<file path="src/rtl/wb_cmd_master_pkg.sv">
// Shared types for wb_cmd_master: the controller state encoding and the
// 2-bit response status returned with every completed command.
package wb_cmd_master_pkg;

    typedef enum logic [2:0] {
        ST_IDLE  = 3'd0,
        ST_REQ   = 3'd1,
        ST_WAIT  = 3'd2,
        ST_RETRY = 3'd3,
        ST_RESP  = 3'd4
    } state_t;

    typedef enum logic [1:0] {
        STATUS_OK  = 2'd0,
        STATUS_ERR = 2'd1,
        STATUS_RTY = 2'd2,
        STATUS_TMO = 2'd3
    } status_t;

    localparam logic [1:0] RSP_OK  = 2'd0;
    localparam logic [1:0] RSP_ERR = 2'd1;
    localparam logic [1:0] RSP_RTY = 2'd2;
    localparam logic [1:0] RSP_TMO = 2'd3;

endpackage

</file>
<file path="src/rtl/wb_cmd_master.sv">
// Single-outstanding Wishbone pipelined master: takes one command, runs it on
// the bus with retry and timeout handling, and returns data plus status.
module wb_cmd_master
    import wb_cmd_master_pkg::*;
#(
    parameter int G_ADDR_WIDTH = 32,
    parameter int G_TIMEOUT    = 255,
    parameter int G_MAX_RETRY  = 3
) (
    input  logic                    clk_i,
    input  logic                    rst_n_i,
    input  logic                    cmd_valid_i,
    output logic                    cmd_ready_o,
    input  logic                    cmd_we_i,
    input  logic [G_ADDR_WIDTH-1:0] cmd_adr_i,
    input  logic [3:0]              cmd_sel_i,
    input  logic [31:0]             cmd_dat_i,
    output logic                    rsp_valid_o,
    input  logic                    rsp_ready_i,
    output logic [31:0]             rsp_dat_o,
    output logic [1:0]              rsp_status_o,
    output logic                    wb_cyc_o,
    output logic                    wb_stb_o,
    output logic                    wb_we_o,
    output logic [G_ADDR_WIDTH-1:0] wb_adr_o,
    output logic [3:0]              wb_sel_o,
    output logic [31:0]             wb_dat_o,
    input  logic                    wb_ack_i,
    input  logic                    wb_err_i,
    input  logic                    wb_rty_i,
    input  logic                    wb_stall_i,
    input  logic [31:0]             wb_dat_i
);

    localparam int TMO_W = $clog2(G_TIMEOUT + 1);
    localparam int RTY_W = (G_MAX_RETRY > 0) ? $clog2(G_MAX_RETRY + 1) : 1;
    localparam logic [TMO_W-1:0] TMO_LAST = TMO_W'(G_TIMEOUT - 1);
    localparam logic [RTY_W-1:0] RTY_MAX  = RTY_W'(G_MAX_RETRY);

    state_t           state;
    state_t           state_nxt;
    logic [TMO_W-1:0] tmo_cnt;
    logic [RTY_W-1:0] rty_cnt;

    logic             accept;
    logic             retry;
    logic             rsp_load;
    status_t          rsp_status_nxt;
    logic [31:0]      rsp_dat_nxt;
    logic             term_en;
    logic             tmo_hit;

    // Bus controls and response valid decode straight from the state register,
    // so an asynchronous reset drops them without waiting for a clock.
    assign wb_cyc_o    = (state == ST_REQ) || (state == ST_WAIT);
    assign wb_stb_o    = (state == ST_REQ);
    assign rsp_valid_o = (state == ST_RESP);

    always_comb begin
        state_nxt      = state;
        accept         = 1'b0;
        retry          = 1'b0;
        rsp_load       = 1'b0;
        rsp_status_nxt = STATUS_OK;
        rsp_dat_nxt    = '0;
        term_en        = 1'b0;
        // The cycle being closed is the G_TIMEOUT-th one with cyc high.
        tmo_hit        = (tmo_cnt == TMO_LAST);

        case (state)
            ST_IDLE: begin
                if (cmd_valid_i && cmd_ready_o) begin
                    accept    = 1'b1;
                    state_nxt = ST_REQ;
                end
            end
            ST_REQ, ST_WAIT: begin
                // While stalled the strobe has not been taken, so no reply can belong to it.
                term_en = (state == ST_WAIT) || !wb_stall_i;
                if (term_en && wb_err_i) begin
                    rsp_load       = 1'b1;
                    rsp_status_nxt = STATUS_ERR;
                    state_nxt      = ST_RESP;
                end else if (term_en && wb_rty_i) begin
                    if (rty_cnt < RTY_MAX) begin
                        retry     = 1'b1;
                        state_nxt = ST_RETRY;
                    end else begin
                        rsp_load       = 1'b1;
                        rsp_status_nxt = STATUS_RTY;
                        state_nxt      = ST_RESP;
                    end
                end else if (term_en && wb_ack_i) begin
                    rsp_load       = 1'b1;
                    rsp_status_nxt = STATUS_OK;
                    rsp_dat_nxt    = wb_we_o ? 32'd0 : wb_dat_i;
                    state_nxt      = ST_RESP;
                end else if (tmo_hit) begin
                    rsp_load       = 1'b1;
                    rsp_status_nxt = STATUS_TMO;
                    state_nxt      = ST_RESP;
                end else if ((state == ST_REQ) && !wb_stall_i) begin
                    state_nxt = ST_WAIT;
                end
            end
            ST_RETRY: begin
                state_nxt = ST_REQ;
            end
            ST_RESP: begin
                if (rsp_ready_i) begin
                    state_nxt = ST_IDLE;
                end
            end
            default: begin
                state_nxt = ST_IDLE;
            end
        endcase
    end

    always_ff @(posedge clk_i or negedge rst_n_i) begin
        if (!rst_n_i) begin
            state       <= ST_IDLE;
            cmd_ready_o <= 1'b0;
        end else begin
            state       <= state_nxt;
            cmd_ready_o <= (state_nxt == ST_IDLE);
        end
    end

    always_ff @(posedge clk_i or negedge rst_n_i) begin
        if (!rst_n_i) begin
            tmo_cnt      <= '0;
            rty_cnt      <= '0;
            wb_we_o      <= 1'b0;
            wb_adr_o     <= '0;
            wb_sel_o     <= '0;
            wb_dat_o     <= '0;
            rsp_dat_o    <= '0;
            rsp_status_o <= '0;
        end else begin
            if (accept) begin
                wb_we_o  <= cmd_we_i;
                wb_adr_o <= cmd_adr_i;
                wb_sel_o <= cmd_sel_i;
                wb_dat_o <= cmd_we_i ? cmd_dat_i : 32'd0;
                rty_cnt  <= '0;
            end else if (retry) begin
                rty_cnt <= rty_cnt + RTY_W'(1);
            end

            if ((state_nxt == ST_REQ) && (state != ST_REQ)) begin
                tmo_cnt <= '0;
            end else if ((state == ST_REQ) || (state == ST_WAIT)) begin
                tmo_cnt <= tmo_cnt + TMO_W'(1);
            end

            if (rsp_load) begin
                rsp_dat_o    <= rsp_dat_nxt;
                rsp_status_o <= rsp_status_nxt;
            end
        end
    end

endmodule
</file>
<file path="config.mk">
export PLATFORM = sky130hd
export DESIGN_NAME = wb_cmd_master
export DESIGN_NICKNAME = d
export VERILOG_FILES = /design/src/rtl/wb_cmd_master_pkg.sv /design/src/rtl/wb_cmd_master.sv
export SDC_FILE = /design/constraint.sdc
export NUM_CORES = 1
export LEC_CHECK = 0
export CAP_MARGIN = 20
export CORE_MARGIN = 1.5
export CORE_UTILIZATION = 45
export CTS_CLUSTER_SIZE = 12
export DETAILED_ROUTE_END_ITERATION = 10
export GPL_ROUTABILITY_DRIVEN = 0
export HOLD_SLACK_MARGIN = 0.08
export PLACE_DENSITY = 0.81
export SYNTH_ARGS = -nofsm -noshare
export SYNTH_HDL_FRONTEND = slang
export SYNTH_SLANG_ARGS = --single-unit
</file>
<file path="constraint.sdc">
create_clock -name clk_i -period 3.88 [get_ports clk_i]
set_input_delay 1.164 -clock clk_i [delete_from_list [all_inputs] [get_ports clk_i]]
set_output_delay 1.164 -clock clk_i [all_outputs]
set_load 0.02 [all_outputs]
</file>
==> results of run 1 <==
## power groups by stage
| stage | clock, mW | sequential, mW | combinational [mW] |
|---|---|---|---|
| after global routing | 1.51 | 1.91 | 2.44 |
| after detailed placement | 0 | 1.88 | 2.26 |
| final | 1.41 | 1.87 | 2.26 |
| after global placement | 0 | 1.86 | 2.21 |
| after CTS | 1.44 | 1.87 | 2.28 |
| after floorplan | 0 | 2.28 | 0.776 |
## routing by layer
| layer | up-vias | part of all wire [%] |
|---|---|---|
| li1 | 2132 | - |
| met1 | 2055 | 41 |
| met4 | 0 | 2.4 |
| met2 | 173 | 50 |
| met5 | - | 0 |
| met3 | 20 | 6.6 |
## flip-flops by register name, summed over array words and instances, names as in the netlist
register,cells
wb_sel_o,4
cmd_ready_o,1
tmo_cnt,8
rty_cnt,2
wb_we_o,1
rsp_status_o,2
wb_dat_o,32
rsp_dat_o,32
state,3
wb_adr_o,32
## worst paths after layout
kind | endpoint | cells past startpoint
worst max-delay path | wb_cyc_o | 3
worst min-delay path | wb_adr_o[17] | 2
worst max register to register | rsp_status_o[1] | 5
worst min register to register | wb_adr_o[17] | 2
max in group asynchronous | wb_dat_o[20] | 2
min in group asynchronous | wb_adr_o[28] | 1
## through the flow
| step | power (mW) | worst slack (ns) |
|---|---|---|
| floorplan | 3.052 | 1.422 |
| global placement | 4.067 | 0.8323 |
| detailed placement | 4.143 | 0.7654 |
| CTS | 5.587 | 0.6433 |
| global route | 5.862 | 0.5565 |
| finish | 5.533 | 0.6468 |
## synth_stat cells
cell and number:
nand2_1 242, dfrtp_1 117, o21ai_0 35, o21ai_1 33
clkbuf_1 24, nor2_1 14, xor2_1 7, inv_1 6
buf_6 5, nand4_1 5, a21oi_1 4, and4_1 3
ha_1 3, nand2b_1 3, nand3_1 3, and3_1 2
buf_2 2, buf_4 2, nor3_1 2, or3b_4 2
a211o_1 1, a211oi_1 1, a21boi_1 1, a22oi_1 1
a32oi_1 1, and2_1 1, mux2_1 1, mux2i_1 1
nor4_1 1, nor4bb_1 1, o211ai_1 1, o221ai_2 1
o22ai_1 1, o2bb2ai_1 1, o311ai_0 1, or2_1 1
or3_1 1, xnor2_1 1
## worst min-delay path: cells and delay by family, from the launching register on
family / cells / cell delay (ns)
AND/OR/NAND/NOR: 2 / 0.10
flip-flops: 1 / 0.34
## area by class of cell
cell class | count | area, µm²
fill | 755 | 2765
clock buffer | 22 | 452.9
multi-input combinational | 376 | 1722
tap | 136 | 170.2
inverter | 6 | 22.52
clock inverter | 6 | 80.08
sequential | 117 | 2928
timing repair buffer | 224 | 2230
## kinds of logic after synthesis
| family | after synthesis | share of synthesized area [%] |
|---|---|---|
| AO/OA/AOI/OAI | 82 | 9.249 |
| AND/OR/NAND/NOR | 281 | 23.45 |
| XOR/XNOR | 8 | 1.451 |
| flip-flops | 117 | 60.62 |
| buffers and inverters | 39 | 4.015 |
| multiplexers | 2 | 0.4404 |
| adder cells (fa/ha/maj) | 3 | 0.7773 |
==> impl_metrics.tcl, run 1 <==
set metrics [dict create \
    crit_type "reg2out" \
    p_sw_share_pct 35.96 \
    coreArea_um2 10370 \
    met3_usage_pct 6.261 \
    leakage_nw 3.433 \
    period_share_pct 83.33 \
    dr.first_iter.drc_count 259 \
    instances_no_fill 887 \
    gr-total-overflow 0 \
    grt_usage_pct 23.78 \
    final_area_um2 7605 \
    path_clk_slew_ns 0.05 \
    power.switching_mw 1.990 \
    synth_top_area_share_pct 60.62 \
    netlist_top_cells_area "dfrtp_1, nand2_1, o21ai_0" \
    n_antenna_cell 0 \
    grt_pass1_vias 4284 \
    crit_family "buffers and inverters" \
    setup_tns_ns 0 \
    p_comb_share_pct 40.8 \
    cts_hold_buf 0 \
    status "completed" \
    numCtsBuffers 17 \
    use_met1_pct 29.01 \
    drive_gt1_share_pct 5.193 \
    crit_chain "nand2b_1, a21oi_1, clkdlybuf4s50_1" \
    route.antenna.remaining_nets 0 \
    num-nets-final 854 \
    whs_ns 0.4690 \
    p_per_area_nw_per_um2 727.6 \
    yosysSeqAreaShare_pct 60.62 \
    skew_ns 0.01406 \
    critical_path_peak_fanout 9 \
    htree_levels 4 \
    hold_violations 0 \
    cts_tree "done" \
    drv_slew 0 \
    dp_cells 859 \
    antenna_found_initial 0 \
    final_cell_mix "nand2_1, clkdlybuf4s50_1, dfrtp_1" \
    post_cts_buffers 0 \
    vias 4380 \
    critical_path_arrival_ns 2.07 \
    avgSynthCellArea_um2 9.078 \
    clk-insertion-delay-late_ns 0.51 \
    p_seq_share_pct 33.7 \
    clock.fmax_mhz 309.3 \
    cts_max_path_buffers 2 \
    top_usage_layer "met2" \
    drt-wirelength-per-cell_um 14.64 \
    die_y_um 106.6 \
    place_area_um2 7072 \
    crit_path_top_delay_cell "clkdlybuf4s50_1" \
    maxCapViolations 0 \
    holdCritPathClass "reg2reg" \
    r2r-start "state[0]" \
    critPathLaunch "state[0]" \
    final_common_cell "nand2_1" \
    met2_usage_pct 39.97 \
    r2r_slack_ns 1.60 \
    dieArea_um2 11360 \
    via_per_inst 4.938 \
    synthDistinctLibCells 38 \
    hpwl_um 9342 \
    rsz0062_at_grt "false" \
    ys_ff_latch 117 \
    drc_errors 0 \
    setup_violations 0 \
    syn_area_um2 4830 \
    placementRows 37 \
    drtPass1Iterations 4 \
    wl_um 12990 \
    area.growth.synth_to_final_pct 57.46 \
    min-delay-start "wb_adr_o[17]" \
    pin_count 216 \
    ctsResizeCount 0 \
    grt_pass1_wl_um 21140 \
    cp_num_buf_inv 1 \
    start_util_pct 46.57 \
    critPathCaptureType "primary output" \
    root_buffer "clkbuf_8" \
    cpPeakStageDelay_ns 0.67 \
    synth_area_leader_cell "dfrtp_1" \
    cts.sink_count 117 \
    finalCriticalPeriod_ns 3.233 \
    fin_util_pct 73.33 \
    tightest_slew_ns 0.7461 \
    ys_warn_count 0 \
    internal_power_mw 3.544 \
    clock_power_share_pct 25.5 \
    fp.dieW_um 106.6 \
    synth_fp_nets 644 \
    synthCells 532 \
    vdd_drop_max_uv 597.7 \
    relSlewSlack_pct 50.26 \
    numPortBuffers 215 \
    grt_max_degree 68 \
    worstSetupStartpointType "flip-flop" \
    critPathRequiredTime_ns 2.72 \
]
Power figures use the tool's default switching activity.
==> run 2, diff against run 1 <==
--- a/config.mk
+++ b/config.mk
@@ -7,12 +7,12 @@
 export LEC_CHECK = 0
 export CAP_MARGIN = 20
 export CORE_MARGIN = 1.5
-export CORE_UTILIZATION = 45
+export CORE_UTILIZATION = 38
 export CTS_CLUSTER_SIZE = 12
 export DETAILED_ROUTE_END_ITERATION = 10
 export GPL_ROUTABILITY_DRIVEN = 0
 export HOLD_SLACK_MARGIN = 0.08
-export PLACE_DENSITY = 0.81
+export PLACE_DENSITY = 0.73
 export SYNTH_ARGS = -nofsm -noshare
 export SYNTH_HDL_FRONTEND = slang
 export SYNTH_SLANG_ARGS = --single-unit
==> constraint.sdc (replaced) <==
create_clock -name clk_i -period 2.72 [get_ports clk_i]
set_input_delay 0.816 -clock clk_i [delete_from_list [all_inputs] [get_ports clk_i]]
set_output_delay 0.816 -clock clk_i [all_outputs]
set_load 0.02 [all_outputs]
==> run 2 against run 1 <==
Net effect:
- register-to-register slack got worse by 1.0 ns
- via count fell by 2.1%
- count of clock-buffer cells in the layout rose by 4
- sequential share of layout area fell by 0.52 points
==> impl_metrics.tcl, run 2 (same netlist as run 1, synthesis figures left out) <==
set metrics [dict create \
    status "completed" \
    critPathCaptureType "primary output" \
    p_comb_share_pct 40.5 \
    whs_ns 0.3864 \
    area.growth.synth_to_final_pct 59.61 \
    gr-total-overflow 0 \
    crit_chain "inv_1, nor3_1, clkdlybuf4s50_1" \
    fp.dieW_um 115.7 \
    internal_power_mw 5.104 \
    die_y_um 115.7 \
    pre_cts_ws_ns 0.1031 \
    vias 4290 \
    antenna_found_initial 0 \
    drc_errors 0 \
    clk-insertion-delay-late_ns 0.40 \
    relSlewSlack_pct 53.77 \
    power.total_mw 7.938 \
    dieArea_um2 13390 \
    critical_path_arrival_ns 1.77 \
    path_clk_slew_ns 0.05 \
    drv_slew 0 \
    instances_no_fill 922 \
    holdCritPathClass "in2async" \
    hold_violations 0 \
    drive_gt1_share_pct 5.438 \
    p_per_area_nw_per_um2 1030 \
    drtPass1Iterations 6 \
    crit_family "buffers and inverters" \
    dr.first_iter.drc_count 231 \
    fin_util_pct 63.13 \
    clock.fmax_mhz 386.3 \
    cp_num_buf_inv 2 \
    crit_type "reg2out" \
    htree_levels 4 \
    setup_violations 0 \
    tightest_slew_ns 0.6888 \
    crit_path_top_delay_cell "clkdlybuf4s50_1" \
    route.antenna.remaining_nets 0 \
    period_share_pct 95.17 \
    final_area_um2 7709 \
    dp_cells 892 \
    wl_um 12850 \
    place_area_um2 7157 \
    numCtsBuffers 17 \
    vdd_drop_max_uv 560.4 \
    setup_ws_ns 0.1313 \
    rsz0062_at_grt "false" \
    cts_max_path_buffers 2 \
    power.switching_mw 2.834 \
    critPathRequiredTime_ns 1.90 \
    grt_pass1_wl_um 20400 \
    grt_usage_pct 19.77 \
    cts_tree "done" \
    hpwl_um 9323 \
    p_seq_share_pct 33.4 \
    clock_power_share_pct 26.1 \
    drt-wirelength-per-cell_um 13.94 \
    setup_tns_ns 0 \
    skew_ns 0.007797 \
    cpPeakStageDelay_ns 0.64 \
    leakage_nw 3.467 \
    pin_count 216 \
    start_util_pct 39.55 \
    worstSetupStartpointType "flip-flop" \
    root_buffer "clkbuf_16" \
    critical_path_peak_fanout 8 \
    n_antenna_cell 0 \
    via_per_inst 4.653 \
    final_common_cell "nand2_1" \
    grt_pass1_vias 4216 \
    top_regs "rsp_dat_o (32), wb_adr_o (32), wb_dat_o (32)" \
    maxCapViolations 0 \
    cts.sink_count 117 \
    finalCriticalPeriod_ns 2.589 \
    numPortBuffers 215 \
    final_cell_mix "nand2_1, clkdlybuf4s50_1, dfrtp_1" \
    grt_max_degree 72 \
    cts_hold_buf 0 \
    num-nets-final 855 \
    placementRows 40 \
    coreArea_um2 12210 \
    p_sw_share_pct 35.70 \
]
==> run 2: worst reg2reg max path, cell delays in order, from the launching register on <==
cell      delay [ns]
dfrtp_1         0.47
or3b_4          0.46
a211o_1         0.39
o221ai_4        0.25
buf_12          0.28
nand2_1         0.12
o21ai_1         0.09
==> run 2: path summary, 6_finish.rpt <==
path,from,endpoint,slack (ns),cells after the start
worst min register to register,wb_adr_o[17],wb_adr_o[17],0.47,2
worst max-delay path,state[2],rsp_valid_o,0.13,3
worst max register to register,state[0],rsp_dat_o[13],0.60,6
max in group asynchronous,rst_n_i,rsp_dat_o[15],1.66,2
min in group clk_i,wb_adr_o[17],wb_adr_o[17],0.47,2
worst min-delay path,rst_n_i,wb_adr_o[28],0.39,1
==> run 2: final cells by class <==
class	instances	area (µm²)
Tap cell	168	210.2
Timing Repair Buffer	225	2272
Clock buffer	26	509.2
Multi-Input combinational cell	376	1722
Fill cell	1061	4503
Clock inverter	4	45.04
Sequential cell	117	2928
Inverter	6	22.52
==> run 2: power groups by stage <==
stage | sequential (mW) | clock [mW] | combinational (mW)
after floorplan | 3.25 | 0 | 1.11
after detailed placement | 2.67 | 0 | 3.25
after CTS | 2.65 | 2.12 | 3.25
after global placement | 2.65 | 0 | 3.19
after global routing | 2.73 | 2.21 | 3.51
final | 2.65 | 2.07 | 3.21
==> run 2: layer usage <==
metal	vias up	wire length [µm]	global-route usage [%]
met2	154	6404	33.29
met1	1980	5181	22.77
met3	29	914	6.851
li1	2127	-	-
met5	-	0	0
met4	0	349	9.187
==> run 2: timing repair <==
action | CTS | global route
setup buffers | 0 | 0
setup endpoints to repair | 2 | 0
resized for setup | 2 | 0
==> run 3, diff against run 2 <==
--- a/config.mk
+++ b/config.mk
@@ -6,7 +6,7 @@
 export NUM_CORES = 1
 export LEC_CHECK = 0
 export CAP_MARGIN = 20
-export CORE_MARGIN = 1.5
+export CORE_MARGIN = 8
 export CORE_UTILIZATION = 38
 export CTS_CLUSTER_SIZE = 12
 export DETAILED_ROUTE_END_ITERATION = 10
==> run 3 against run 2 <==
Net effect:
- non-clock buffer count grew 1
- flip-flop and latch count stayed put
- highest routed layer unchanged
- maximum frequency is 3.8% higher
- largest cell class unchanged
==> impl_metrics.tcl, run 3 (same netlist as run 1, synthesis figures left out) <==
set metrics [dict create \
    status "completed" \
    final_cell_mix "nand2_1, clkdlybuf4s50_1, dfrtp_1" \
    vias 4378 \
    rsz0062_at_grt "false" \
    r2r_end "cmd_ready_o" \
    critPathCaptureType "primary output" \
    root_buffer "clkbuf_16" \
    hpwl_um 10780 \
    power.switching_mw 2.970 \
    critical_path_arrival_ns 1.68 \
    crit_type "reg2out" \
    setup_violations 0 \
    grt_pass1_vias 4581 \
    area.growth.synth_to_final_pct 60.91 \
    final_common_cell "nand2_1" \
    leakage_nw 3.494 \
    placementRows 41 \
    r2r_slack_ns 0.61 \
    post_cts_buffers 0 \
    reg2reg_depth 5 \
    cts_max_path_buffers 2 \
    vdd_drop_max_uv 652.4 \
    numCtsBuffers 17 \
    grt_max_degree 65 \
    tightest_slew_ns 0.6461 \
    n_antenna_cell 0 \
    top_regs "rsp_dat_o (32), wb_adr_o (32), wb_dat_o (32)" \
    period_share_pct 91.65 \
    dr.first_iter.drc_count 329 \
    finalCriticalPeriod_ns 2.493 \
    antenna_found_initial 0 \
    fin_util_pct 62.09 \
    r2r-start "state[1]" \
    drtPass1Iterations 4 \
    numPortBuffers 215 \
    coreArea_um2 12520 \
    fp.dieW_um 128.7 \
    skew_ns 0.004695 \
    route.antenna.remaining_nets 0 \
    wl_um 14620 \
    grt_usage_pct 18.01 \
    drv_slew 0 \
    htree_levels 4 \
    power.total_mw 8.198 \
    clk-insertion-delay-late_ns 0.41 \
    via_per_inst 4.713 \
    num-nets-final 856 \
    internal_power_mw 5.227 \
    setup_tns_ns 0 \
    relSlewSlack_pct 56.64 \
    clock_power_share_pct 27.6 \
    hold_violations 0 \
    p_sw_share_pct 36.23 \
    instances_no_fill 929 \
    pin_count 216 \
    worstSetupStartpointType "flip-flop" \
    dp_cells 897 \
    critPathRequiredTime_ns 1.90 \
    gr-total-overflow 0 \
    holdCritPathClass "in2async" \
    cts.sink_count 117 \
    drive_gt1_share_pct 6.341 \
    start_util_pct 38.58 \
    path_clk_slew_ns 0.05 \
    p_seq_share_pct 32.5 \
    clock.fmax_mhz 401.1 \
    drt-wirelength-per-cell_um 15.74 \
    critical_path_peak_fanout 9 \
    grt_pass1_wl_um 23290 \
    maxCapViolations 0 \
    cts_tree "done" \
    die_y_um 128.7 \
    dieArea_um2 16570 \
    p_comb_share_pct 39.8 \
    p_per_area_nw_per_um2 1055 \
    drc_errors 0 \
]
==> run 3: layer usage <==
| layer | vias to the layer above | part of all wire, % | GRT usage, % |
|---|---|---|---|
| met2 | 147 | 52 | 31.25 |
| met1 | 2077 | 38 | 19.37 |
| met3 | 21 | 7.7 | 6.247 |
| met4 | 0 | 2.2 | 8.362 |
| li1 | 2133 | - | - |
| met5 | - | 0 | 0 |
==> run 3: stage by stage <==
stage                     hold slack [ns]  setup WS (ns)  cell area, µm²
after CTS                          0.4191        0.02258            7769
after detailed placement           0.4627         0.1112            7162
after floorplan                    0.4934         0.6100            4830
after global routing               0.4447         0.1305            7771
after global placement             0.4575         0.2167            7162
final                              0.4070         0.2270            7771
==> run 3: cell type report <==
type	instances	area [µm²]
Clock buffer	19	452.9
Multi-Input combinational cell	376	1727
Timing Repair Buffer	226	2270
Fill cell	1054	4746
Sequential cell	117	2928
Tap cell	172	215.2
Inverter	6	22.52
Clock inverter	13	156.4
==> run 3: critical path, cell delays in order (launching register included) <==
cell and delay, ns:
dfrtp_1 0.46, nand2b_1 0.20, nand2b_1 0.20, inv_1 0.06, dlygate4sd2_1 0.34
==> run 3: power groups by stage <==
stage | combinational [mW] | clock [mW] | sequential (mW)
finish | 3.27 | 2.26 | 2.67
global route | 3.55 | 2.40 | 2.74
CTS | 3.32 | 2.31 | 2.67
detailed placement | 3.32 | 0 | 2.68
global placement | 3.24 | 0 | 2.66
floorplan | 1.11 | 0 | 3.25
==> run 3: how the worst max path moves through the flow <==
stage | start | end | slack (ns) | cells past startpoint
detailed placement | wb_rty_i | cmd_ready_o | 0.11 | 6
floorplan | state[1] | wb_cyc_o | 0.61 | 4
global route | state[1] | wb_stb_o | 0.13 | 4
global placement | wb_rty_i | rty_cnt[1] | 0.22 | 6
finish | state[1] | wb_stb_o | 0.23 | 4
CTS | state[2] | rsp_valid_o | 0.02 | 3
==> run 3: repair_timing <==
item | in CTS | in global routing
setup endpoints to repair | 2 | 1
hold buffers | 0 | 0
pin swaps | 0 | 0
resized for setup | 2 | 1
